`config.mk`:
```
export PLATFORM = sky130hd
export DESIGN_NAME = pipelined_ripple_carry_adder
export DESIGN_NICKNAME = d
export VERILOG_FILES = /design/src/rtl/rca_pkg.sv /design/src/rtl/full_adder.sv /design/src/rtl/rca_chunk.sv /design/src/rtl/pipelined_ripple_carry_adder.sv
export SDC_FILE = /design/constraint.sdc
export NUM_CORES = 1
export LEC_CHECK = 0
export CAP_MARGIN = 10
export CORE_MARGIN = 3
export CORE_UTILIZATION = 56
export CTS_CLUSTER_DIAMETER = 200
export CTS_CLUSTER_SIZE = 25
export DETAILED_ROUTE_END_ITERATION = 10
export GPL_ROUTABILITY_DRIVEN = 0
export PLACE_DENSITY = 0.78
export SYNTH_ARGS = -nofsm -noshare
export SYNTH_HDL_FRONTEND = slang
export SYNTH_SLANG_ARGS = --single-unit
```
`constraint.sdc`:
```
create_clock -name clk -period 8.4 [get_ports clk]
set_input_delay 2.1 -clock clk [delete_from_list [all_inputs] [get_ports clk]]
set_output_delay 2.1 -clock clk [all_outputs]
set_load 0.03 [all_outputs]
```
`src/rtl/rca_pkg.sv`:
```
// rtl/rca_pkg.sv - shared configuration helpers for the pipelined ripple-carry adder
//
// Contents:
//   RCA_MAX_STAGES  : upper bound on pipeline depth
//   rca_stage_vld_t : per-stage valid shift vector (only the low STAGES bits are meaningful)
//   rca_cfg_legal   : WIDTH/STAGES legality check
//   rca_chunk_width : bits handled by each pipeline stage

package rca_pkg;

    localparam int RCA_MAX_STAGES = 64;

    typedef logic [RCA_MAX_STAGES-1:0] rca_stage_vld_t;

    function automatic bit rca_cfg_legal(input int width, input int stages);
        return (width >= 1) && (stages >= 1) && (stages <= width) &&
               (stages <= RCA_MAX_STAGES) && ((width % stages) == 0);
    endfunction

    // Guarded so an illegal STAGES=0 still elaborates far enough to hit the legality error.
    function automatic int rca_chunk_width(input int width, input int stages);
        return (stages >= 1) ? (width / stages) : width;
    endfunction

endpackage

```
`src/rtl/full_adder.sv`:
```
// rtl/full_adder.sv - single-bit full adder cell
//
// Ports:
//   i_a, i_b : operand bits
//   i_c      : carry in
//   o_s      : sum bit
//   o_c      : carry out

module full_adder (
    input  logic i_a,
    input  logic i_b,
    input  logic i_c,
    output logic o_s,
    output logic o_c
);

    assign o_s = i_a ^ i_b ^ i_c;
    assign o_c = (i_a & i_b) | (i_c & (i_a ^ i_b));

endmodule

```
`src/rtl/rca_chunk.sv`:
```
// rtl/rca_chunk.sv - CHUNK-bit combinational ripple built from full_adder cells
//
// Ports:
//   i_a, i_b : CHUNK-bit operand slices (i_b already conditioned for subtract)
//   i_cin    : carry into bit 0
//   o_s      : CHUNK-bit sum slice
//   o_cout   : carry out of the top bit
//   o_c_msb  : carry into the top bit (signed overflow source)

module rca_chunk #(
    parameter int CHUNK = 8
) (
    input  logic [CHUNK-1:0] i_a,
    input  logic [CHUNK-1:0] i_b,
    input  logic             i_cin,
    output logic [CHUNK-1:0] o_s,
    output logic             o_cout,
    output logic             o_c_msb
);

    logic [CHUNK:0] w_c;

    assign w_c[0] = i_cin;

    for (genvar i = 0; i < CHUNK; i++) begin : gen_fa
        full_adder u_fa (
            .i_a (i_a[i]),
            .i_b (i_b[i]),
            .i_c (w_c[i]),
            .o_s (o_s[i]),
            .o_c (w_c[i+1])
        );
    end

    assign o_cout  = w_c[CHUNK];
    assign o_c_msb = w_c[CHUNK-1];

endmodule

```
`src/rtl/pipelined_ripple_carry_adder.sv`:
```
// rtl/pipelined_ripple_carry_adder.sv - WIDTH-bit add/subtract split into STAGES registered ripple chunks
//
// Optional feature macro: PIPELINED_RCA_OVF_EN (adds the registered signed-overflow output Ovf).
//
// Ports:
//   clk, rst            : clock, synchronous active-high reset
//   in_valid / in_ready : operand beat handshake
//   A, B, Cin, Sub      : operands; Sub=0 -> A+B+Cin, Sub=1 -> A-B-Cin
//   out_valid/out_ready : result handshake
//   S, Cout             : result and raw carry-out of the MSB chunk (1 = no borrow in sub mode)
//   Ovf                 : signed overflow (macro builds only)

module pipelined_ripple_carry_adder
    import rca_pkg::*;
#(
    parameter int WIDTH  = 32,
    parameter int STAGES = 4
) (
    input  logic             clk,
    input  logic             rst,
    input  logic             in_valid,
    output logic             in_ready,
    input  logic [WIDTH-1:0] A,
    input  logic [WIDTH-1:0] B,
    input  logic             Cin,
    input  logic             Sub,
    output logic             out_valid,
    input  logic             out_ready,
    output logic [WIDTH-1:0] S,
    output logic             Cout
`ifdef PIPELINED_RCA_OVF_EN
    ,
    output logic             Ovf
`endif
);

    localparam int CHUNK = rca_chunk_width(WIDTH, STAGES);

    if (!rca_cfg_legal(WIDTH, STAGES)) begin : gen_bad_cfg
        $error("pipelined_ripple_carry_adder: illegal WIDTH/STAGES combination");
    end

    logic             w_adv;
    logic [WIDTH-1:0] w_b_eff;
    logic             w_c0;

    // Stage k register holds: operands passed on to later stages, the partial
    // result with chunks 0..k filled in, and the carry out of chunk k.
    rca_stage_vld_t   r_vld;
    logic [WIDTH-1:0] r_a [STAGES];
    logic [WIDTH-1:0] r_b [STAGES];
    logic [WIDTH-1:0] r_s [STAGES];
    logic [STAGES-1:0] r_c;

    logic [WIDTH-1:0]  w_a_src [STAGES];
    logic [WIDTH-1:0]  w_b_src [STAGES];
    logic [WIDTH-1:0]  w_s_src [STAGES];
    logic [WIDTH-1:0]  w_s_nxt [STAGES];
    logic [STAGES-1:0] w_c_src;
    logic [STAGES-1:0] w_c_out;
    logic [STAGES-1:0] w_c_msb;

    // The whole pipe moves as one: it advances whenever the output slot is free
    // or being drained this cycle, otherwise every stage holds.
    assign w_adv    = !r_vld[STAGES-1] || out_ready;
    assign in_ready = w_adv;

    // Subtract as A + ~B + ~Cin so Cin acts as a borrow-in.
    assign w_b_eff = Sub ? ~B : B;
    assign w_c0    = Sub ? ~Cin : Cin;

    for (genvar k = 0; k < STAGES; k++) begin : gen_stage
        logic [CHUNK-1:0] w_s_chunk;
        logic [WIDTH-1:0] w_s_merge;

        if (k == 0) begin : gen_first
            assign w_a_src[k] = A;
            assign w_b_src[k] = w_b_eff;
            assign w_c_src[k] = w_c0;
            assign w_s_src[k] = '0;
        end else begin : gen_next
            assign w_a_src[k] = r_a[k-1];
            assign w_b_src[k] = r_b[k-1];
            assign w_c_src[k] = r_c[k-1];
            assign w_s_src[k] = r_s[k-1];
        end

        rca_chunk #(
            .CHUNK (CHUNK)
        ) u_chunk (
            .i_a     (w_a_src[k][k*CHUNK +: CHUNK]),
            .i_b     (w_b_src[k][k*CHUNK +: CHUNK]),
            .i_cin   (w_c_src[k]),
            .o_s     (w_s_chunk),
            .o_cout  (w_c_out[k]),
            .o_c_msb (w_c_msb[k])
        );

        always_comb begin
            w_s_merge                     = w_s_src[k];
            w_s_merge[k*CHUNK +: CHUNK]   = w_s_chunk;
        end

        assign w_s_nxt[k] = w_s_merge;
    end

    // Operand bits already consumed, and the result bits not yet computed, ride
    // along unused in the stage registers and drop out in synthesis; carrying
    // full words keeps the skew/de-skew alignment trivially correct.
    always_ff @(posedge clk) begin
        if (rst) begin
            r_vld <= '0;
            r_c   <= '0;
            for (int k = 0; k < STAGES; k++) begin
                r_a[k] <= '0;
                r_b[k] <= '0;
                r_s[k] <= '0;
            end
        end else if (w_adv) begin
            r_vld <= {r_vld[RCA_MAX_STAGES-2:0], in_valid};
            r_c   <= w_c_out;
            for (int k = 0; k < STAGES; k++) begin
                r_a[k] <= w_a_src[k];
                r_b[k] <= w_b_src[k];
                r_s[k] <= w_s_nxt[k];
            end
        end
    end

    assign out_valid = r_vld[STAGES-1];
    assign S         = r_s[STAGES-1];
    assign Cout      = r_c[STAGES-1];

`ifdef PIPELINED_RCA_OVF_EN
    logic r_ovf;

    always_ff @(posedge clk) begin
        if (rst) begin
            r_ovf <= 1'b0;
        end else if (w_adv) begin
            r_ovf <= w_c_msb[STAGES-1] ^ w_c_out[STAGES-1];
        end
    end

    assign Ovf = r_ovf;
`endif

    logic w_unused;
    assign w_unused = ^{r_a[STAGES-1], r_b[STAGES-1], r_vld[RCA_MAX_STAGES-1], w_c_msb};

endmodule

```
Word level (Yosys, flattened, before mapping)
Memories as Yosys holds them, arrays and structs flattened.
Index checks and enable logic that the tools add are counted.
W data, S select, Z words.
{"block": "totals", "ff_bits": 8, "ram_bits": 384, "in_bits": 70, "output_inout_bits": 35, "word_cells": 200, "mem_count": 3}
{"block": "classes", "mux": 19, "n_bitwise": 174, "reduce_logical": 2}
{"name": "r_a", "depth": 4, "width": 32, "read_ports": 3, "rd_ports_with_merged_regs": 0, "wr": 4, "line_no": "pipelined_ripple_carry_adder.sv:50", "text": "logic [WIDTH-1:0] r_a [STAGES];"}
{"name": "r_b", "depth": 4, "width": 32, "read_ports": 3, "rd_ports_with_merged_regs": 0, "wr": 4, "line_no": "pipelined_ripple_carry_adder.sv:51", "text": "logic [WIDTH-1:0] r_b [STAGES];"}
{"name": "r_s", "depth": 4, "width": 32, "read_ports": 4, "rd_ports_with_merged_regs": 0, "wr": 4, "line_no": "pipelined_ripple_carry_adder.sv:52", "text": "logic [WIDTH-1:0] r_s [STAGES];"}
{"cell": "$mux W32", "count": 13}
{"cell": "$and A1 B1 Y1", "count": 64}
{"cell": "$xor A1 B1 Y1", "count": 64}
{"cell": "$or A1 B1 Y1", "count": 44}
{"cell": "$not A32 Y32", "count": 1}
{"cell": "$mux W1", "count": 6}
{"cell": "$logic_not A1 Y1", "count": 1}
{"cell": "$logic_or A1 B1 Y1", "count": 1}
{"cell": "$not A1 Y1", "count": 1}

Longest topological paths before layout
{"block": "logic_depth", "word_depth": 19, "ltp_mapped": 14, "ltp_nobuf": 12}

By module
A second synthesis with hierarchy kept.
{"block": "unflattened", "hier_cells": 494, "area_unflattened_um2": 8124.0}
{"mod": "pipelined_ripple_carry_adder", "instances": 1, "cells_per_inst": 462, "area_each_um2": 7483.4, "seq_area_each_um2": 5445.2}
{"mod": "full_adder", "instances": 32, "cells_per_inst": 1, "area_each_um2": 20.0, "seq_area_each_um2": 0.0}

Worst setup path before layout
OpenSTA, ideal clock, no wires.
{"block": "synth_path", "path_type": "in2reg", "startpoint": "input port rst", "endpoint": "memory r_a[0][10], enable pin", "setup_time_ps": 567, "arrival_time_ps": 6590, "t_required_ps": 7833, "slack_ps": 1243, "path_stages": 2, "n_path_buf": 1, "cell_sequence": "clkbuf_1 > nand2b_1"}
{"item": "start, declared", "line_no": "pipelined_ripple_carry_adder.sv:20", "text": "input logic rst,"}
{"item": "end, declared", "line_no": "pipelined_ripple_carry_adder.sv:50"}

==> flow_summary.yaml <==
synth:
  ys_ff_latch: 184
  ys_types: 22
  yosysSeqAreaShare_pct: 62.9
  netlist_instances: 519
  synth_warnings: 0
  syn_area_mm2: 0.00866
  syn_avg_cell_area_um2: 16.7
  synth_fp_nets: 621
critical_path:
  crit_required_ns: 8.53
  worstSetupEndpoint: "r_s[0][7]"
  worst_r2r_path_depth: 12
  worstSetupPathType: "input pin to flop"
  arrival_ns: 6.26
  worstReg2RegEnd: "r_s[2][23]"
  r2r-start: "r_a[0][48]"
  cp-start-kind: "input pin"
  r2r_setup_slack_ns: 4.13
  end_kind: "flop"
  critPathLaunch: "Sub"
  crit_fanout: 33
die:
  die_w_um: 130
  core-area_mm2: 0.0148
  die-area_mm2: 0.0170
  boundaryPins: 105
  initial_core_util_pct: 58.5
  num_rows: 44
  die_h_um: 130
drt:
  met3_length_um: 665
  highest_layer: "met4"
  drt-wirelength-per-cell_um: 16.4
  first_pass_iters: 7
  drt-met1-wl_mm: 5.87
  wl_met2_mm: 6.49
  dr_total_vias: 4287
  route.detailed.drc: 0
  wl_mm: 13.1
  avgViaCountPerCell: 5.36
  drt_iter0_drc: 377
  ant_nets: 0
cts:
  post_cts_resized: 0
  htree_levels: 4
  cts_root_buffer: "clkbuf_16"
  cts_tree: "done"
  cts_setup_buffers: 0
  cts_sinks: 184
  clk_pin_slew_worst_paths_ns: 0.06
  clk_latency_ns: 0.42
  cts.path.max_buffers: 2
  cts_buffers: 17
  cts_hold_buf: 0
sta:
  relSlewSlack_pct: 23.2
  period_needed_ns: 6.13
  hold_violations: 0
  fin_crit_sh_pct: 73.0
  slew_violations: 0
  rsz0062_at_grt: "no"
  fmax_mhz: 163
  tightest_slew_ns: 1.15
  tns_ns: 0
  setup_viol: 0
  fin_worst_skew_ns: 0.00729
finish:
  final_util_pct: 69.0
  syn_to_final_growth_pct: 18.0
  final_cell_mix: "176 x edfxtp_1, 102 x clkdlybuf4s50_1, 80 x nor3b_2, 62 x nor3b_1"
  layout_commonest_cell: "edfxtp_1"
  antenna_cells: 0
  drive_above_1_share_pct: 22.1
  layout.nets: 705
run_status:
  status: "complete, no violations"
flow_run:
  max-cap-violations: 0
power_and_ir_drop:
  ir_worst_vdd_mv: 0.146
  power_density_mw_per_mm2: 197
  power_mw: 2.01
  leakagePower_nw: 3.82
global_route:
  grt_pass1_wl_mm: 21.2
  antenna_found_initial: 0
  grt_pass1_vias: 4249
  grt_max_degree: 180
  grt_util_all_layers_pct: 16.3
  grt-ovfl-total: 0
hold_path:
  hold_path_startpoint: "r_vld[2]"
  hold_path_class: "flop to flop"
placement:
  io_buffer_count: 104
  dp_hpwl_mm: 7.46
[synthesized netlist by cell type (all sizes together)]
cell type	instances	area share [%]
clkbuf	6	0.26
fa	32	7.4
inv	31	1.3
dfxtp	8	1.8
buf	38	3.1
nor3	37	3.4
xnor2	32	3.2
a21oi	1	0.058
xor2	1	0.10
nor3b	142	17
o21ai	2	0.12
mux2i	2	0.23
nand2b	5	0.36
edfxtp	176	61
nor2b	1	0.072
a211oi	3	0.26
or4bb	2	0.26
[critical path: stages]
cell	delay, ns
buf_2	0.07
buf_4	0.46
xnor2_1	0.19
fa_1	0.44
fa_1	0.40
fa_1	0.39
fa_1	0.39
fa_1	0.40
fa_1	0.40
fa_1	0.37
inv_1	0.08
fa_1	0.40
nor3b_1	0.14
[stage by stage]
stage                     hold slack (ns)  cells  worst slack (ns)  instance area [um2]
final                               0.456    800              2.27                10200
after global routing                0.499    800              2.12                10200
after CTS                           0.453    800              2.25                10200
after detailed placement            0.441    768              1.80                 9700
after global placement              0.429    768              1.90                 9700
after floorplan                     0.421    519              1.24                 8660
[logic make-up after synthesis]
group                    Yosys count  synth area share [%]
AND/OR/NAND/NOR                  187                  21.0
adder cells (fa/ha/maj)           32                  7.40
AO/OA/AOI/OAI                      6                 0.433
multiplexers                       2                 0.231
flip-flops                       184                  62.9
buffers and inverters             75                  4.75
XOR/XNOR                          33                  3.34
[per-layer routing]
metal,vias up,global-route usage [%]
li1,2043,-
met5,-,0
met4,0,5.44
met3,7,4.58
met2,97,25.0
met1,2140,23.0
[layout make-up]
type | instances | area, um2
multi-input cells | 260 | 2820
repair buffers | 109 | 1090
clock buffers | 20 | 437
clock inverters | 12 | 85.1
fillers | 987 | 4590
well taps | 184 | 230
inverters | 31 | 116
flip-flops and latches | 184 | 5450
[registers in the layout (all words and copies together), names as in the netlist]
signal and count:
r_c 4, r_b 48, r_a 48, r_s 80
r_vld 4
[worst min path at each step]
| stage | slack, ns | to | cells past startpoint |
|---|---|---|---|
| finish | 0.46 | r_vld[3] | 2 |
| global route | 0.50 | r_vld[3] | 2 |
| CTS | 0.45 | r_vld[3] | 2 |
| detailed placement | 0.44 | r_vld[3] | 2 |
| global placement | 0.43 | r_vld[3] | 2 |
| floorplan | 0.42 | r_vld[3] | 2 |
[report_power, final]
part / total [mW] / switching [mW] / internal, mW
Sequential: 1.09 / 0.0180 / 1.07
Clock: 0.712 / 0.311 / 0.401
Combinational: 0.205 / 0.0936 / 0.112
Total: 2.01 / 0.423 / 1.59
Note: power is estimated with default switching activity, not from simulation.
